--- src/rtl/regfile_pkg.sv ---
// Shared types and default constants for the regfile_display register file and its
// LED scan controller.
package regfile_pkg;

  typedef enum logic {
    DISP_MANUAL = 1'b0,
    DISP_AUTO   = 1'b1
  } disp_state_t;

  localparam int DEF_DATA_W   = 32;
  localparam int DEF_ADDR_W   = 5;
  localparam int DEF_SCAN_DIV = 4;
  localparam int LANE_W       = 8;

endpackage

--- src/rtl/regfile_scan_ctrl.sv ---
// Display byte-index sequencer: manual byte select or timed auto scan across the
// byte lanes. It owns the mode FSM, the scan divider and the Disp_Idx register.
module regfile_scan_ctrl
  import regfile_pkg::*;
#(
  parameter int NBYTES   = 4,
  parameter int SCAN_DIV = DEF_SCAN_DIV,
  parameter int IDX_W    = 2
) (
  input  logic             Clk,
  input  logic             Reset,
  input  logic             Disp_Auto,
  input  logic [IDX_W-1:0] Disp_Byte,
  output logic [IDX_W-1:0] Disp_Idx,
  output logic [IDX_W-1:0] idx_next
);

  localparam int DIV_W = (SCAN_DIV > 1) ? $clog2(SCAN_DIV) : 1;
  localparam logic [IDX_W-1:0] LAST_IDX = IDX_W'(NBYTES - 1);
  localparam logic [DIV_W-1:0] LAST_DIV = DIV_W'(SCAN_DIV - 1);

  disp_state_t      state, state_next;
  logic [DIV_W-1:0] div, div_next;
  logic [IDX_W-1:0] byte_clamped;

  always_comb begin
    byte_clamped = (int'(Disp_Byte) >= NBYTES) ? LAST_IDX : Disp_Byte;
  end

  always_ff @(posedge Clk or negedge Reset) begin
    if (!Reset) begin
      state    <= DISP_MANUAL;
      div      <= '0;
      Disp_Idx <= '0;
    end else begin
      state    <= state_next;
      div      <= div_next;
      Disp_Idx <= idx_next;
    end
  end

  // Entering auto holds the current index; the first step comes SCAN_DIV edges later.
  always_comb begin
    state_next = state;
    div_next   = '0;
    idx_next   = Disp_Idx;
    case (state)
      DISP_MANUAL: begin
        if (Disp_Auto) state_next = DISP_AUTO;
        else           idx_next   = byte_clamped;
      end
      DISP_AUTO: begin
        if (!Disp_Auto) begin
          state_next = DISP_MANUAL;
          idx_next   = byte_clamped;
        end else if (div == LAST_DIV) begin
          idx_next = (Disp_Idx == LAST_IDX) ? '0 : Disp_Idx + 1'b1;
        end else begin
          div_next = div + 1'b1;
        end
      end
      default: state_next = DISP_MANUAL;
    endcase
  end

endmodule

--- src/rtl/regfile_display.sv ---
// 2-read/1-write register file with byte-lane writes and a registered LED byte display.
// Define REGFILE_BYPASS_EN to forward same-cycle write data onto matching read ports.
module regfile_display
  import regfile_pkg::*;
#(
  parameter  int DATA_W   = DEF_DATA_W,
  parameter  int ADDR_W   = DEF_ADDR_W,
  parameter  int SCAN_DIV = DEF_SCAN_DIV,
  localparam int NBYTES   = DATA_W / LANE_W,
  localparam int IDX_W    = (NBYTES > 1) ? $clog2(NBYTES) : 1
) (
  input  logic              Clk,
  input  logic              Reset,
  input  logic              W_En,
  input  logic [ADDR_W-1:0] W_Addr,
  input  logic [DATA_W-1:0] W_Data,
  input  logic [NBYTES-1:0] W_BE,
  input  logic [ADDR_W-1:0] R_Addr_A,
  input  logic [ADDR_W-1:0] R_Addr_B,
  output logic [DATA_W-1:0] R_Data_A,
  output logic [DATA_W-1:0] R_Data_B,
  input  logic              Disp_Sel,
  input  logic              Disp_Auto,
  input  logic [IDX_W-1:0]  Disp_Byte,
  output logic [7:0]        LED,
  output logic [IDX_W-1:0]  Disp_Idx
);

  localparam int DEPTH = 2 ** ADDR_W;

  logic [DATA_W-1:0] mem [DEPTH];
  logic [DATA_W-1:0] src;
  logic [IDX_W-1:0]  idx_next;

  // Entry 0 is never written, so it stays at its reset value of zero.
  always_ff @(posedge Clk or negedge Reset) begin
    if (!Reset) begin
      for (int i = 0; i < DEPTH; i++) mem[i] <= '0;
    end else if (W_En && W_Addr != '0) begin
      for (int b = 0; b < NBYTES; b++) begin
        if (W_BE[b]) mem[W_Addr][LANE_W*b +: LANE_W] <= W_Data[LANE_W*b +: LANE_W];
      end
    end
  end

  always_comb begin
    R_Data_A = (R_Addr_A == '0) ? '0 : mem[R_Addr_A];
`ifdef REGFILE_BYPASS_EN
    if (W_En && W_Addr == R_Addr_A && W_Addr != '0) begin
      for (int b = 0; b < NBYTES; b++) begin
        if (W_BE[b]) R_Data_A[LANE_W*b +: LANE_W] = W_Data[LANE_W*b +: LANE_W];
      end
    end
`endif
  end

  always_comb begin
    R_Data_B = (R_Addr_B == '0) ? '0 : mem[R_Addr_B];
`ifdef REGFILE_BYPASS_EN
    if (W_En && W_Addr == R_Addr_B && W_Addr != '0) begin
      for (int b = 0; b < NBYTES; b++) begin
        if (W_BE[b]) R_Data_B[LANE_W*b +: LANE_W] = W_Data[LANE_W*b +: LANE_W];
      end
    end
`endif
  end

  always_comb begin
    src = Disp_Sel ? R_Data_A : R_Data_B;
  end

  regfile_scan_ctrl #(
    .NBYTES   (NBYTES),
    .SCAN_DIV (SCAN_DIV),
    .IDX_W    (IDX_W)
  ) u_scan_ctrl (
    .Clk       (Clk),
    .Reset     (Reset),
    .Disp_Auto (Disp_Auto),
    .Disp_Byte (Disp_Byte),
    .Disp_Idx  (Disp_Idx),
    .idx_next  (idx_next)
  );

  // LED samples the byte the index register is about to hold, keeping the pair aligned.
  always_ff @(posedge Clk or negedge Reset) begin
    if (!Reset) LED <= '0;
    else        LED <= src[LANE_W*int'(idx_next) +: LANE_W];
  end

endmodule

--- config.mk ---
export PLATFORM = sky130hd
export DESIGN_NAME = regfile_display
export DESIGN_NICKNAME = d
export VERILOG_FILES = /design/src/rtl/regfile_pkg.sv /design/src/rtl/regfile_scan_ctrl.sv /design/src/rtl/regfile_display.sv
export SDC_FILE = /design/constraint.sdc
export NUM_CORES = 2
export LEC_CHECK = 0
export ABC_AREA = 1
export CAP_MARGIN = 40
export CORE_MARGIN = 8
export CORE_UTILIZATION = 59
export CTS_CLUSTER_DIAMETER = 60
export DETAILED_ROUTE_END_ITERATION = 8
export DONT_BUFFER_PORTS = 1
export PLACE_DENSITY = 0.76
export SKIP_LAST_GASP = 1
export SLEW_MARGIN = 5
export SYNTH_ARGS = -nofsm -noshare
export SYNTH_HDL_FRONTEND = slang
export SYNTH_SLANG_ARGS = --single-unit
export TNS_END_PERCENT = 1
--- constraint.sdc ---
create_clock -name Clk -period 1.6 [get_ports Clk]
set_input_delay 0.24 -clock Clk [delete_from_list [all_inputs] [get_ports Clk]]
set_output_delay 0.24 -clock Clk [all_outputs]
set_load 0.01 [all_outputs]
Word-level counts from Yosys, hierarchy flattened
Index checks and enable logic that the tools add are counted.
{"block": "word_totals", "output_inout_bits": 74, "input_bits": 58, "register_bits": 1037}
{"block": "classes", "addsub": 2, "n_eq_ne": 2, "bitwise_logic": 4, "reduce_logical": 5, "shifts": 1, "order_cmp": 4, "mux": 37}
{"cell": "$mux W1024", "count": 7}
{"cell": "$bwmux W1024", "count": 4}
{"cell": "$demux W32 S5", "count": 4}
{"cell": "$bmux W32 S5", "count": 2}
{"cell": "$mux W32", "count": 8}
{"cell": "$shiftx A32 B6 Y8", "count": 1}
{"cell": "$mux W24", "count": 1}
{"cell": "$ge A6 B6 Y1 const B", "count": 3}
{"cell": "$not A5 Y6", "count": 3}
{"cell": "$mux W16", "count": 1}
{"cell": "$mux W2", "count": 7}
{"cell": "$logic_not A5 Y1", "count": 2}
{"cell": "$mux W8", "count": 1}
{"cell": "$lt A6 B1 Y1 const B", "count": 1}
{"cell": "$reduce_bool A5 Y1", "count": 1}
{"cell": "$add A2 B1 Y2 const B", "count": 2}
{"cell": "$eq A2 B2 Y1 const B", "count": 2}
{"cell": "$pmux W2 S2", "count": 1}
{"cell": "$logic_and A1 B1 Y1", "count": 2}
{"cell": "$mux W1", "count": 1}
{"cell": "$not A1 Y1", "count": 1}

Longest topological paths before layout
{"block": "logic_depth", "ltp_word": 16, "depth_mapped": 17}

Modules after synthesis
A second synthesis with hierarchy kept.
{"block": "unflattened", "cells_unflattened": 7672, "area_unflattened_um2": 60176.5}
{"module": "regfile_display", "instances": 1, "cells_per_inst": 7645, "seq_area_each_um2": 25824.8, "area_each_um2": 59938.7}
{"module": "regfile_scan_ctrl", "instances": 1, "cells_per_inst": 27, "seq_area_each_um2": 125.1, "area_each_um2": 237.7}

Worst setup path before layout
No wires, ideal clock.
{"block": "synth_path", "path_kind": "register to register", "startpoint": "register u_scan_ctrl.div[0]", "endpoint": "register LED[7]", "stages_incl_launch_ff": 13, "slack_ps": -178, "t_arrival_ps": 1659, "path_cell_list": "dfrtp_1 ha_1 nand2_1 inv_1 o21ai_0 o21a_1 buf_2 clkinv_1 buf_2 nand3_1 nand2_1 nand2_1 nand2_1"}
{"block": "synth_via", "elab_chain_len": 5}
{"item": "start: declaration", "line_no": "regfile_scan_ctrl.sv:23", "text": "logic [DIV_W-1:0] div, div_next;"}
{"item": "start signal: assignment", "line_no": "regfile_scan_ctrl.sv:37", "text": "div <= div_next;"}
{"item": "$eq A2 B2 Y1", "line_no": "regfile_scan_ctrl.sv:56", "text": "end else if (div == LAST_DIV) begin"}
{"item": "$mux W2", "line_no": "regfile_scan_ctrl.sv:56"}
{"item": "$mux W2", "line_no": "regfile_scan_ctrl.sv:53", "text": "if (!Disp_Auto) begin"}
{"item": "$pmux W2 S2", "line_no": "regfile_scan_ctrl.sv:47", "text": "case (state)"}
{"item": "via idx_next[0]", "line_no": "regfile_display.sv:33", "text": "logic [IDX_W-1:0] idx_next;"}
{"item": "$shiftx A32 B6 Y8", "line_no": "regfile_display.sv:88", "text": "else LED <= src[LANE_W*int'(idx_next) +: LANE_W];"}
{"item": "end signal: assignment", "line_no": "regfile_display.sv:88"}
{"item": "end: declaration", "line_no": "regfile_display.sv:25", "text": "output logic [7:0] LED,"}
The timed path passes the listed nets, and every way through them passes these cells.
A chain may end at the register's enable or synchronous reset.

Final worst setup path
{"block": "layout_path", "startpoint": "input port R_Addr_A[0]", "endpoint": "output port R_Data_A[12]"}
{"block": "layout_via", "elab_chain_len": 5}
{"item": "start: declaration", "line_no": "regfile_display.sv:18", "text": "input logic [ADDR_W-1:0] R_Addr_A,"}
{"item": "$not A5 Y6 (not written as such)", "line_no": "regfile_display.sv:47", "text": "R_Data_A = (R_Addr_A == '0) ? '0 : mem[R_Addr_A];"}
{"item": "$bmux W32 S5", "line_no": "regfile_display.sv:47"}
{"item": "$mux W32 (not written as such) (2 in a row)", "line_no": "regfile_display.sv:47"}
{"item": "$mux W32 *", "line_no": "regfile_display.sv:47"}
{"item": "end: declaration", "line_no": "regfile_display.sv:20", "text": "output logic [DATA_W-1:0] R_Data_A,"}
Every way passes the cells marked *; elsewhere a longest branch is shown, timed or not. The select of a mux whose other input is x is not followed.

==> metrics.cfg <==
[sta]
timing.final.ws_setup_ns=-2.889
holdWs_ns=-0.7772
finalSetupViolations=76
relSlewSlack_pct=-133.0
rsz0062_at_grt=yes
min_period_over_period_pct=280.5
fin_crit_ns=4.489
drv_slew=430
worst_clock_skew_ns=0.03875
hold_viol_final=303
fin_setup_tns_ns=-132.39
worst_pin_slew_ns=3.495
fmax_ghz=0.2228

[cells_and_area]
multi_input_area_um2=32240
fin_util_pct=69.02
final_cell_mix=nand2_1 (2,859), nand3_1 (1,650), dfrtp_1 (1,037)
fin_nets=7752
drive_gt1_share_pct=21.93
stdcell_count=9174
final_common_cell=nand2_1
fillers=7910
area_growth_pct=16.61
final_area_um2=71020
register_area_um2=25950

[place]
place_area_um2=64730
portBuffers=0
place_congestion=0.9934
dp_slack_ns=-0.8432
dp_cells=8859
dp_hpwl_mm=129.4

[clock_tree]
cts.clk_slew.worst_paths_ns=0.06
clock_sinks=1037
tritoncts=yes
htree_levels=3
root_buffer=clkbuf_16
clk-insertion-delay-late_ns=0.73
cts_buffers=117
cts.path.max_buffers=3

[critical_path]
crit_fanout=517
start_kind=input pin
crit_required_ns=1.36
path_class=in2out
end_kind=primary output
arrival_ns=4.25

[global_route]
grt_usage_pct=37.33
first_global_vias=55984
grt_first_pass_wirelength_mm=331.1
grt_antenna_before_repair=5
overflow=0
grt_start_max_net_pins=1038

[die]
start_util_pct=59.19
ios=132
fp.dieH_um=337.3
die_area_um2=113800
core_um2=102900
rows=118
die_w_um=337.3

[worst_hold_path]
hold_class=in2async

[logic_synthesis]
synth_fp_nets=7719
synth.area.top_cells=dfrtp_1 (43%), nand2_1 (18%), nand3_1 (14%)
syn_avg_cell_area_um2=7.952
synthDominantCellAreaShare_pct=42.61
yosysSeqAreaShare_pct=42.61
ys_ff_latch=1037
synthesis.instances=7659
yosysWarningCount=0
synth_area_um2=60910
synthDistinctLibCells=30
synth_top_area_cell=dfrtp_1

[power]
power_leakage_nw=34.40
p_total_mw=74.58
powerDensity_nw_per_um2=1050
max-vdd-ir-drop_mv=0.9204

[route]
via_count=58937
dr.pass1.iters=8
vias_per_cell=6.424
drt_iter0_markers=8715
ant_nets=0
wl_mm=220.6
drc_errors=0
wl_per_cell_um=24.04

[job]
cap_viol_max_count=0

[outcome]
outcome=finished with violations
violations=negative hold slack, max-slew violations, negative setup slack

==> Yosys cell counts (all sizes together) <==
cell type / instances
inv: 141
clkbuf: 252
nand2: 2918
nor3: 4
o21a: 1
a21oi: 33
clkinv: 1
buf: 371
mux2: 735
nor2: 162
nor4: 1
a31oi: 1
o21ai: 246
dfrtp: 1037
nand3: 1753
ha: 2
nand4: 1
==> report_power, final <==
group,switching [mW],internal (mW),total [mW],leakage (nW)
registers,2.80,29.7,32.4,13.8
clock network,11.7,16.5,28.2,1.96
logic,7.78,6.15,13.9,18.7
total,22.3,52.3,74.6,34.4
==> final cells by class <==
type / instances / share of cell area [%]
multi-input combinational: 5857 / 45.40
sequential: 1037 / 36.54
timing repair buffer: 537 / 9.109
clock buffer: 164 / 4.799
tap: 1380 / 2.431
clock inverter: 53 / 0.8685
inverter: 142 / 0.8438
antenna: 4 / 0.01409
==> critical path, stage by stage <==
cell and delay (ns):
clkinv_16 0.78, buf_4 0.23, buf_6 0.17, buf_12 0.16, nand2_1 0.06, nand3_1 0.07
nand3_1 0.09, nand2_2 0.12, nand2_1 0.07, nand3_1 0.11, nand3_2 0.14, buf_4 0.21
inv_2 0.08
==> state kept, by name, summed over array words and instances, names as in the netlist <==
signal	count
LED	8
mem	1024
u_scan_ctrl.Disp_Idx	2
u_scan_ctrl.div	2
u_scan_ctrl.state	1
==> layer usage <==
layer / track usage [%] / part of all wire, %
met5: 0 / 0.0059
met1: 48.26 / 36
met3: 12.67 / 15
met4: 21.21 / 6.4
met2: 54.77 / 43
==> timing repair <==
action / CTS / global route
hold buffers: 59 / 5
buffers inserted: 3 / 6
hold endpoints to repair: 1897 / 180
resized for setup: 175 / 26
endpoints found under the setup margin: 73 / 606
cloned: 0 / 9
pin swaps: 31 / 3
==> path summary, 6_finish.rpt <==
check | cells past startpoint | to | start | slack, ns
worst max-delay path | 13 | R_Data_A[12] | R_Addr_A[0] | -2.89
worst min-delay path | 0 | mem[867] | Reset | -0.78
worst max register to register | 12 | LED[6] | u_scan_ctrl.div[0] | -0.77
worst min register to register | 0 | mem[1019] | mem[1019] | 0.40
max in group asynchronous | 3 | mem[25] | Reset | 0.09
min in group Clk | 3 | mem[2] | W_BE[0] | 0.03
==> cells by family (layout without fill, tap and decap cells) <==
logic type | Yosys count | after routing | synth area share, %
simple gates | 4839 | 4839 | 35.69
mux | 735 | 735 | 13.59
flops | 1037 | 1037 | 42.61
buf+inv | 765 | 896 | 5.754
other cells | 0 | 4 | 0
compound gates | 281 | 281 | 2.315
fa+ha+maj | 2 | 2 | 0.04108
Note: power is estimated with default switching activity, not from simulation.
